--- config.mk ---
export PLATFORM = sky130hd
export DESIGN_NAME = serial_tx_flat
export DESIGN_NICKNAME = d
export VERILOG_FILES = /design/src/rtl/serial_tx_if.sv /design/src/rtl/serial_tx.sv /design/src/flat_wrapper.sv
export SDC_FILE = /design/constraint.sdc
export NUM_CORES = 1
export LEC_CHECK = 0
export CAP_MARGIN = 20
export CORE_UTILIZATION = 45
export CTS_BUF_LIST = sky130_fd_sc_hd__clkbuf_8
export DETAILED_ROUTE_END_ITERATION = 8
export HOLD_SLACK_MARGIN = 0.02
export PLACE_DENSITY = 0.71
export SYNTH_ARGS = -nofsm -noshare
export SYNTH_HDL_FRONTEND = slang
export SYNTH_SLANG_ARGS = --single-unit
--- constraint.sdc ---
create_clock -name CK -period 1.6 [get_ports CK]
set_clock_uncertainty 0.05 [all_clocks]
set_input_delay 0.16 -clock CK [delete_from_list [all_inputs] [get_ports CK]]
set_output_delay 0.16 -clock CK [all_outputs]
set_load 0.005 [all_outputs]
--- src/rtl/serial_tx_if.sv ---
// rtl/serial_tx_if.sv - handshake and serial-line bundle for serial_tx
//
// Purpose: groups the word handshake (DIN/LOAD/READY), the frame-complete
// pulse (DONE) and the serial line (Q) of the transmitter.
// Signals:
//   DIN    word to transmit, driven by the master
//   LOAD   frame request, driven by the master
//   READY  transmitter idle and able to accept LOAD
//   DONE   one-cycle pulse after the last stop-bit cycle
//   Q      registered serial line, idle level 1
// Modports: master = word source / line observer, slave = transmitter.
interface serial_tx_if #(
  parameter int DATA_W = 8
);
  logic [DATA_W-1:0] DIN;
  logic              LOAD;
  logic              READY;
  logic              DONE;
  logic              Q;

  modport master (output DIN, output LOAD, input READY, input DONE, input Q);
  modport slave  (input DIN, input LOAD, output READY, output DONE, output Q);
endinterface

--- src/rtl/serial_tx.sv ---
// rtl/serial_tx.sv - parameterised parallel-to-serial framed transmitter
//
// Purpose: accepts a DATA_W-bit word on LOAD while READY and sends it on Q as
// start bit (0), data bits LSB first, optional even-parity bit, stop bit (1).
// Every bit is held for BIT_CYCLES clocks. All outputs are registered.
// Optional feature: define SERIAL_TX_PARITY_EN to insert the parity bit
// (XOR of the data bits) between the last data bit and the stop bit.
// Ports:
//   CK    clock, rising edge
//   RST   synchronous active-high reset, overrides everything
//   bus   serial_tx_if slave modport (DIN, LOAD, READY, DONE, Q)
module serial_tx #(
  parameter int DATA_W     = 8,
  parameter int BIT_CYCLES = 2
) (
  input  logic        CK,
  input  logic        RST,
  serial_tx_if.slave  bus
);

  localparam int CNT_W = (BIT_CYCLES > 1) ? $clog2(BIT_CYCLES) : 1;
  localparam int BIT_W = (DATA_W > 1) ? $clog2(DATA_W) : 1;

`ifdef SERIAL_TX_PARITY_EN
  typedef enum logic [2:0] {S_IDLE, S_START, S_DATA, S_PARITY, S_STOP} state_t;
`else
  typedef enum logic [1:0] {S_IDLE, S_START, S_DATA, S_STOP} state_t;
`endif

  state_t            state_q, state_d;
  logic [CNT_W-1:0]  cnt_q, cnt_d;
  logic [BIT_W-1:0]  bit_q, bit_d;
  logic [DATA_W-1:0] shift_q, shift_d;
  logic              q_q, q_d;
  logic              ready_q, ready_d;
  logic              done_q, done_d;
`ifdef SERIAL_TX_PARITY_EN
  logic              par_q, par_d;
`endif

  logic              bit_end;
  logic              start_frame;
  logic [DATA_W-1:0] shift_nx;

  always_comb begin
    state_d  = state_q;
    cnt_d    = cnt_q;
    bit_d    = bit_q;
    shift_d  = shift_q;
    q_d      = q_q;
    ready_d  = ready_q;
    done_d   = 1'b0;
`ifdef SERIAL_TX_PARITY_EN
    par_d    = par_q;
`endif
    bit_end  = (cnt_q == CNT_W'(BIT_CYCLES - 1));
    shift_nx = shift_q >> 1;

    // A LOAD present on the final stop-bit edge chains straight into the
    // next start bit, so held LOAD yields gap-free frames.
    start_frame = bus.LOAD &&
                  (((state_q == S_IDLE) && ready_q) ||
                   ((state_q == S_STOP) && bit_end));

    if (state_q != S_IDLE) begin
      cnt_d = bit_end ? '0 : cnt_q + 1'b1;
    end

    case (state_q)
      S_IDLE: begin
        q_d     = 1'b1;
        ready_d = 1'b1;
        cnt_d   = '0;
      end
      S_START: begin
        if (bit_end) begin
          q_d     = shift_q[0];
          bit_d   = '0;
          state_d = S_DATA;
        end
      end
      S_DATA: begin
        if (bit_end) begin
          if (bit_q == BIT_W'(DATA_W - 1)) begin
`ifdef SERIAL_TX_PARITY_EN
            q_d     = par_q;
            state_d = S_PARITY;
`else
            q_d     = 1'b1;
            state_d = S_STOP;
`endif
          end else begin
            shift_d = shift_nx;
            q_d     = shift_nx[0];
            bit_d   = bit_q + 1'b1;
          end
        end
      end
`ifdef SERIAL_TX_PARITY_EN
      S_PARITY: begin
        if (bit_end) begin
          q_d     = 1'b1;
          state_d = S_STOP;
        end
      end
`endif
      S_STOP: begin
        if (bit_end) begin
          q_d     = 1'b1;
          ready_d = 1'b1;
          done_d  = 1'b1;
          state_d = S_IDLE;
        end
      end
      default: begin
        state_d = S_IDLE;
        q_d     = 1'b1;
        ready_d = 1'b1;
      end
    endcase

    if (start_frame) begin
      shift_d = bus.DIN;
`ifdef SERIAL_TX_PARITY_EN
      par_d   = ^bus.DIN;
`endif
      q_d     = 1'b0;
      ready_d = 1'b0;
      cnt_d   = '0;
      bit_d   = '0;
      state_d = S_START;
    end
  end

  always_ff @(posedge CK) begin
    if (RST) begin
      state_q <= S_IDLE;
      cnt_q   <= '0;
      bit_q   <= '0;
      shift_q <= '0;
      q_q     <= 1'b1;
      ready_q <= 1'b1;
      done_q  <= 1'b0;
`ifdef SERIAL_TX_PARITY_EN
      par_q   <= 1'b0;
`endif
    end else begin
      state_q <= state_d;
      cnt_q   <= cnt_d;
      bit_q   <= bit_d;
      shift_q <= shift_d;
      q_q     <= q_d;
      ready_q <= ready_d;
      done_q  <= done_d;
`ifdef SERIAL_TX_PARITY_EN
      par_q   <= par_d;
`endif
    end
  end

  assign bus.Q     = q_q;
  assign bus.READY = ready_q;
  assign bus.DONE  = done_q;

endmodule

--- src/flat_wrapper.sv ---
// flat-port wrapper written by rule: the top's interface ports become plain ports
module serial_tx_flat 
#(
  parameter int DATA_W     = 8,
  parameter int BIT_CYCLES = 2
)
  (CK, RST, bus_DIN, bus_LOAD, bus_READY, bus_DONE, bus_Q);
  serial_tx_if #(.DATA_W(DATA_W)) bus_i ();
  input  logic CK;
  input  logic RST;
  input wire logic [$bits(bus_i.DIN)-1:0] bus_DIN;
  input wire logic [$bits(bus_i.LOAD)-1:0] bus_LOAD;
  output wire logic [$bits(bus_i.READY)-1:0] bus_READY;
  output wire logic [$bits(bus_i.DONE)-1:0] bus_DONE;
  output wire logic [$bits(bus_i.Q)-1:0] bus_Q;
  assign bus_i.DIN = bus_DIN;
  assign bus_i.LOAD = bus_LOAD;
  assign bus_READY = bus_i.READY;
  assign bus_DONE = bus_i.DONE;
  assign bus_Q = bus_i.Q;
  serial_tx #(.DATA_W(DATA_W), .BIT_CYCLES(BIT_CYCLES)) u_core (.CK(CK), .RST(RST), .bus(bus_i));
endmodule
==> results of run 1 <==
layout by cell type (no fill, tap or decap), types with 2 or more instances in the layout:
cell type	count
ha_4	6
inv_1	3
clkdlybuf4s50_1	13
a311oi_1	3
nand2_1	10
nand4_1	2
a311oi_2	4
nor2_1	11
nand2b_1	2
dfxtp_1	14
nand3_1	7
dfxtp_2	2
o21ai_0	2
clkbuf_8	3
a21oi_1	6
buf_4	17
nor3_1	2
buf_6	2
mux2i_1	2
sequential cells by signal, summed over array words and instances (netlist names):
signal / count
u_core.bit_q: 3
u_core.bus.Q: 1
u_core.shift_q: 8
u_core.bus.DONE: 1
u_core.bit_end: 1
u_core.bus.READY: 1
u_core.state_q: 2
cell families (layout without fill, tap and decap cells):
kind of cell	Yosys count	in the layout	synth area share
and+or+nand+nor	42	42	0.235
DFF	17	17	0.380
buffers and inverters	10	42	0.0559
adders and majority gates	8	8	0.112
muxes	2	2	0.0224
AOI/OAI and AO/OA	24	24	0.194
report_power, final:
part	internal, W	leakage, nW	switching, W
Sequential	0.000550	0.141	0.000122
Clock	0.000173	0.0255	0.000155
Combinational	0.000722	0.362	0.000601
Total	0.00145	0.529	0.000878
timing repair:
item | 4_1_cts | 5_1_grt
buffers inserted | 3 | 4
hold endpoints to repair | 0 | 0
setup endpoints to repair | 14 | 15
pin swaps | 7 | 11
resized for setup | 16 | 13
gates cloned | 0 | 0
worst max path at each step:
stage / to / startpoint / slack, ps / depth (start not counted)
after floorplan: u_core.state_q[1] / u_core.state_q[0] / -7 / 6
after global placement: u_core.bus.Q / u_core.state_q[1] / -80 / 6
after detailed placement: u_core.bus.Q / u_core.state_q[1] / -140 / 6
after CTS: u_core.bus.Q / u_core.state_q[1] / -10 / 5
after global routing: u_core.shift_q[5] / u_core.state_q[0] / -70 / 6
final: u_core.state_q[1] / u_core.state_q[1] / -10 / 6
per-stage QoR:
step	setup TNS, ps	instance area [sq um]
floorplan	-7.44	897
global placement	-235	1140
detailed placement	-1040	1140
CTS	-12.4	1270
global route	-541	1380
finish	-11.9	1380
worst reg2reg max path: cells and delay by family, from the launching register on:
| family | cells | cell delay (ps) |
|---|---|---|
| AND/OR/NAND/NOR | 1 | 320 |
| flip-flops | 1 | 410 |
| buffers and inverters | 2 | 200 |
| adder cells (fa/ha/maj) | 1 | 170 |
| AO/OA/AOI/OAI | 2 | 400 |
cell type report:
cell class                 count  area share
multi-input combinational     76       0.459
sequential                    17       0.252
timing repair buffer          33       0.218
clock buffer                   3      0.0300
tap                           25      0.0227
inverter                       5      0.0154
clock inverter                 1     0.00363
metal layers:
metal,GRT usage,up-vias,part of all wire
met5,0,-,0
met4,0.129,0,0.032
met3,0.0706,10,0.044
met2,0.436,34,0.51
met1,0.296,458,0.41
li1,-,438,-
==> results.txt, run 1 <==
run status - complete, but fails checks
violated checks - setup timing
final worst slack - -11.9 ps
DRC Markers - 0
Total Nets Final - 155
vias - 940
IO Count - 14
power density cells - 1690 nW/um^2
initial antenna violation count - 0
delay-heaviest family, CP - flip-flops
Die ar. - 2170 sq um
vias in the first global route - 894
Setup Viol. Count Final - 1
Critical R2R Capture - u_core.state_q[1]
GRT Residual Overflow - 0
count of filler cells inserted in the layout - 130
max_slew headroom - 0.773
Layout Cells excl Fill - 160
worst path cell trace - inv_4, ha_4, buf_4, o32a_1, or3_1, a21oi_1
Post-synth EDFFs - 0
multi-input logic area - 632 sq um
ANT nets after route - 0
Clk Latency, worst-skew pair - 260 ps
WS Path Type - register to register
largest net degree at the start of global routing - 17
Mapped Cells - 103
Reg area - 347 sq um
Placeable Area - 1800 sq um
Critical Path End Type - register
area added between synthesis and finish - 54.0%
Starting Density - 0.497
CTS H-tree depth - 1
hold_buf cts - 0
share of layout cells above drive strength 1 - 0.333
Critical path buffers and inverters - 2
final core utilization - 0.765
commonest cells in the netlist - 17 x dfxtp_1, 11 x nor2_1, 10 x nand2_1, 8 x ha_1
hold path start - u_core.bit_q[1]
placed cells - 149
die height - 46.6 um
Primary FF master, synth - dfxtp_1
total track usage - 0.259
average wire per standard cell - 15.5 um
Critical Path RT - 1740 ps
max frequency - 620 MHz
top cell type's share of synthesized area - 0.380
Slowest-stage cell, CP - dfxtp_4
worst min-delay path category - register to register
Post-Syn Nets - 122
drt pass-1 iters - 4
Post-Route WL - 2480 um
FF+latch count, synth - 17
internal reg-to-reg setup slack - -10 ps
# rows - 15
dpl ws - -145 ps
fin crit period - 1610 ps
Die X - 46.6 um
unrepaired setup endpoints after global routing - yes
count of final max-slew check failures - 0
clock slew at reported path FFs - 70 ps
reg2reg start - u_core.state_q[1]
diodes inserted - 0
Final Wtd Congestion - 0.805
Num CTS Buffers - 3
top cells by area, synth - dfxtp_1 38%, ha_1 11%, a311oi_1 6.9%
final hold vios - 0
Buffers on Ports - 13
Crit path largest cell delay - 410 ps
Worst Path Arrival - 1750 ps
Yosys cell types - 31
Tcrit/Tclk final - 1.01
worst hold margin - 440 ps
first-pass GRT wire length - 3870 um
WHS Endpoint - u_core.bit_q[1]
Root Buffer - clkbuf_8
Max Cap Viol - 0
leading area contributor after synthesis - dfxtp_1
CP startpoint kind - register
CTS tree - done
async set-reset flop share out of synthesis - 0
worst slew pin tran - 340 ps
Initial DRC Count - 19
Synth Warn # - 0
leakage power - 0.529 nW
DP HPWL - 1600 um
count leader, synth - dfxtp_1
Hold Path Cell Cnt - 2
VDD IR-drop max - 0.00127 V
overall power - 0.00232 W
clk buf depth - 2
Reg2Reg Depth - 6
post-synthesis sequential area ratio - 0.380
crit-path max FO - 5
Mapped Area - 895 sq um
vias per cell - 5.88
clock sink total - 17
syn avg cell area - 8.69 sq um
(Power assumes the default switching activity.)
==> run 2: changes to the inputs <==
SETUP_SLACK_MARGIN = 0.1   (was unset)
==> run 2 against run 1 <==
The flow now finishes without violations. First-iteration DRC count shrank 42%. Clock power is essentially flat. Final area shrank 5.7%. Worst setup slack gained 21 ps. Non-clock buffer count shrank 7. Routed wire length shrank 16%. Die area is the same. Global-route usage shrank 3.5 points. Sequential cell count is the same. Maximum frequency grew 1.3%.
==> results.txt, run 2 (synthesized netlist as in run 1, its figures left out) <==
crit-path max FO - 8
Setup Viol. Count Final - 0
first-pass GRT wire length - 3370 um
diodes inserted - 0
total track usage - 0.224
unrepaired setup endpoints after global routing - yes
Num CTS Buffers - 3
power density cells - 1620 nW/um^2
clock slew at reported path FFs - 70 ps
count of final max-slew check failures - 0
clock sink total - 17
Die ar. - 2170 sq um
IO Count - 14
share of layout cells above drive strength 1 - 0.281
initial antenna violation count - 0
routing usage on met1 - 0.286
Clk Latency, worst-skew pair - 260 ps
final hold vios - 0
worst min-delay path category - register to register
Post-Route WL - 2070 um
Worst Path Arrival - 1720 ps
Root Buffer - clkbuf_8
largest registers - u_core.shift_q (8), u_core.bit_q (3), u_core.state_q (2)
VDD IR-drop max - 0.00129 V
Critical Path End Type - register
Max Cap Viol - 0
area added between synthesis and finish - 45.2%
clk buf depth - 2
DRC Markers - 0
largest register by flop count - u_core.shift_q
drt pass-1 iters - 4
Die X - 46.6 um
WS Path Type - register to register
GRT Residual Overflow - 0
average wire per standard cell - 13.5 um
max reg flops - 8
max frequency - 629 MHz
Critical Path RT - 1730 ps
run status - finished, final reports clean
vias - 857
met3 Use GR - 0.0471
Total Nets Final - 148
ANT nets after route - 0
largest net degree at the start of global routing - 19
overall power - 0.00211 W
CTS H-tree depth - 1
vias in the first global route - 814
max_slew headroom - 0.763
Layout Cells excl Fill - 153
fin crit period - 1590 ps
hold_buf cts - 0
CP startpoint kind - register
placed cells - 142
met2 GRT Util - 0.361
die height - 46.6 um
DP HPWL - 1360 um
GRT Max-Usage Layer - met2
worst slew pin tran - 355 ps
vias per cell - 5.60
Buffers on Ports - 13
CTS tree - done
most frequent cells in the layout - 13 x clkdlybuf4s50_1, 13 x dfxtp_1, 11 x nor2_1, 11 x buf_4, 10 x nand2_1
Starting Density - 0.497
Final Wtd Congestion - 0.760
Placeable Area - 1800 sq um
# rows - 15
Initial DRC Count - 11
leakage power - 0.485 nW
Tcrit/Tclk final - 0.994
-- run 2: worst paths after layout --
| check | cells past startpoint | to | start | slack [ps] |
|---|---|---|---|---|
| max | 5 | u_core.state_q[1] | u_core.state_q[0] | 10 |
| min | 2 | u_core.bit_q[1] | u_core.bit_q[1] | 440 |
| min reg2reg | 2 | u_core.bit_q[1] | u_core.bit_q[1] | 440 |
| max reg2reg | 5 | u_core.state_q[1] | u_core.state_q[0] | 10 |
-- run 2: stage by stage --
stage,util,instance area (sq um),setup TNS [ps],hold slack (ps),setup slack (ps)
final,0.721,1300,0,436,9.50
after global routing,0.721,1300,-193,444,-65.3
after CTS,0.697,1250,0,431,17.6
after detailed placement,0.638,1150,-76.4,412,-38.4
after global placement,0.638,1150,0,405,33.1
after floorplan,-,956,0,182,97.8
-- run 2: worst max-delay path, stage by stage (launching register included) --
cell	delay [ps]
dfxtp_4	400
inv_6	60
ha_4	180
o32a_1	360
or3_4	330
a21oi_2	140
-- run 2: repair_timing --
action                                  in CTS  in global routing
buffers inserted                             5                  2
cloned                                       0                  0
endpoints found under the setup margin      12                 15
resized for setup                            5                  7
pin swaps                                    9                  6
-- run 2: layer usage --
layer,share of wire,vias to the layer above
li1,-,424
met3,0.048,7
met4,0.015,0
met5,0,-
met1,0.48,399
met2,0.46,27
-- run 2: final cells by class --
| class | instances | area, sq um |
|---|---|---|
| clock inverter | 1 | 5.00 |
| tap | 25 | 31.3 |
| multi-input combinational | 76 | 592 |
| inverter | 5 | 26.3 |
| clock buffer | 3 | 41.3 |
| fill | 138 | 503 |
| sequential | 17 | 350 |
| timing repair buffer | 26 | 253 |
-- run 2: power by group --
part	switching (W)	total [W]	internal [W]
logic	0.000516	0.00109	0.000578
clock network	0.000157	0.000330	0.000173
registers	0.000128	0.000682	0.000554
total	0.000801	0.00211	0.00131
==> run 3: changes to the inputs <==
CTS_CLUSTER_SIZE = 20   (was unset)
==> results of run 3 <==
No change in the layout: final DEF, timing and power equal those of run 2.
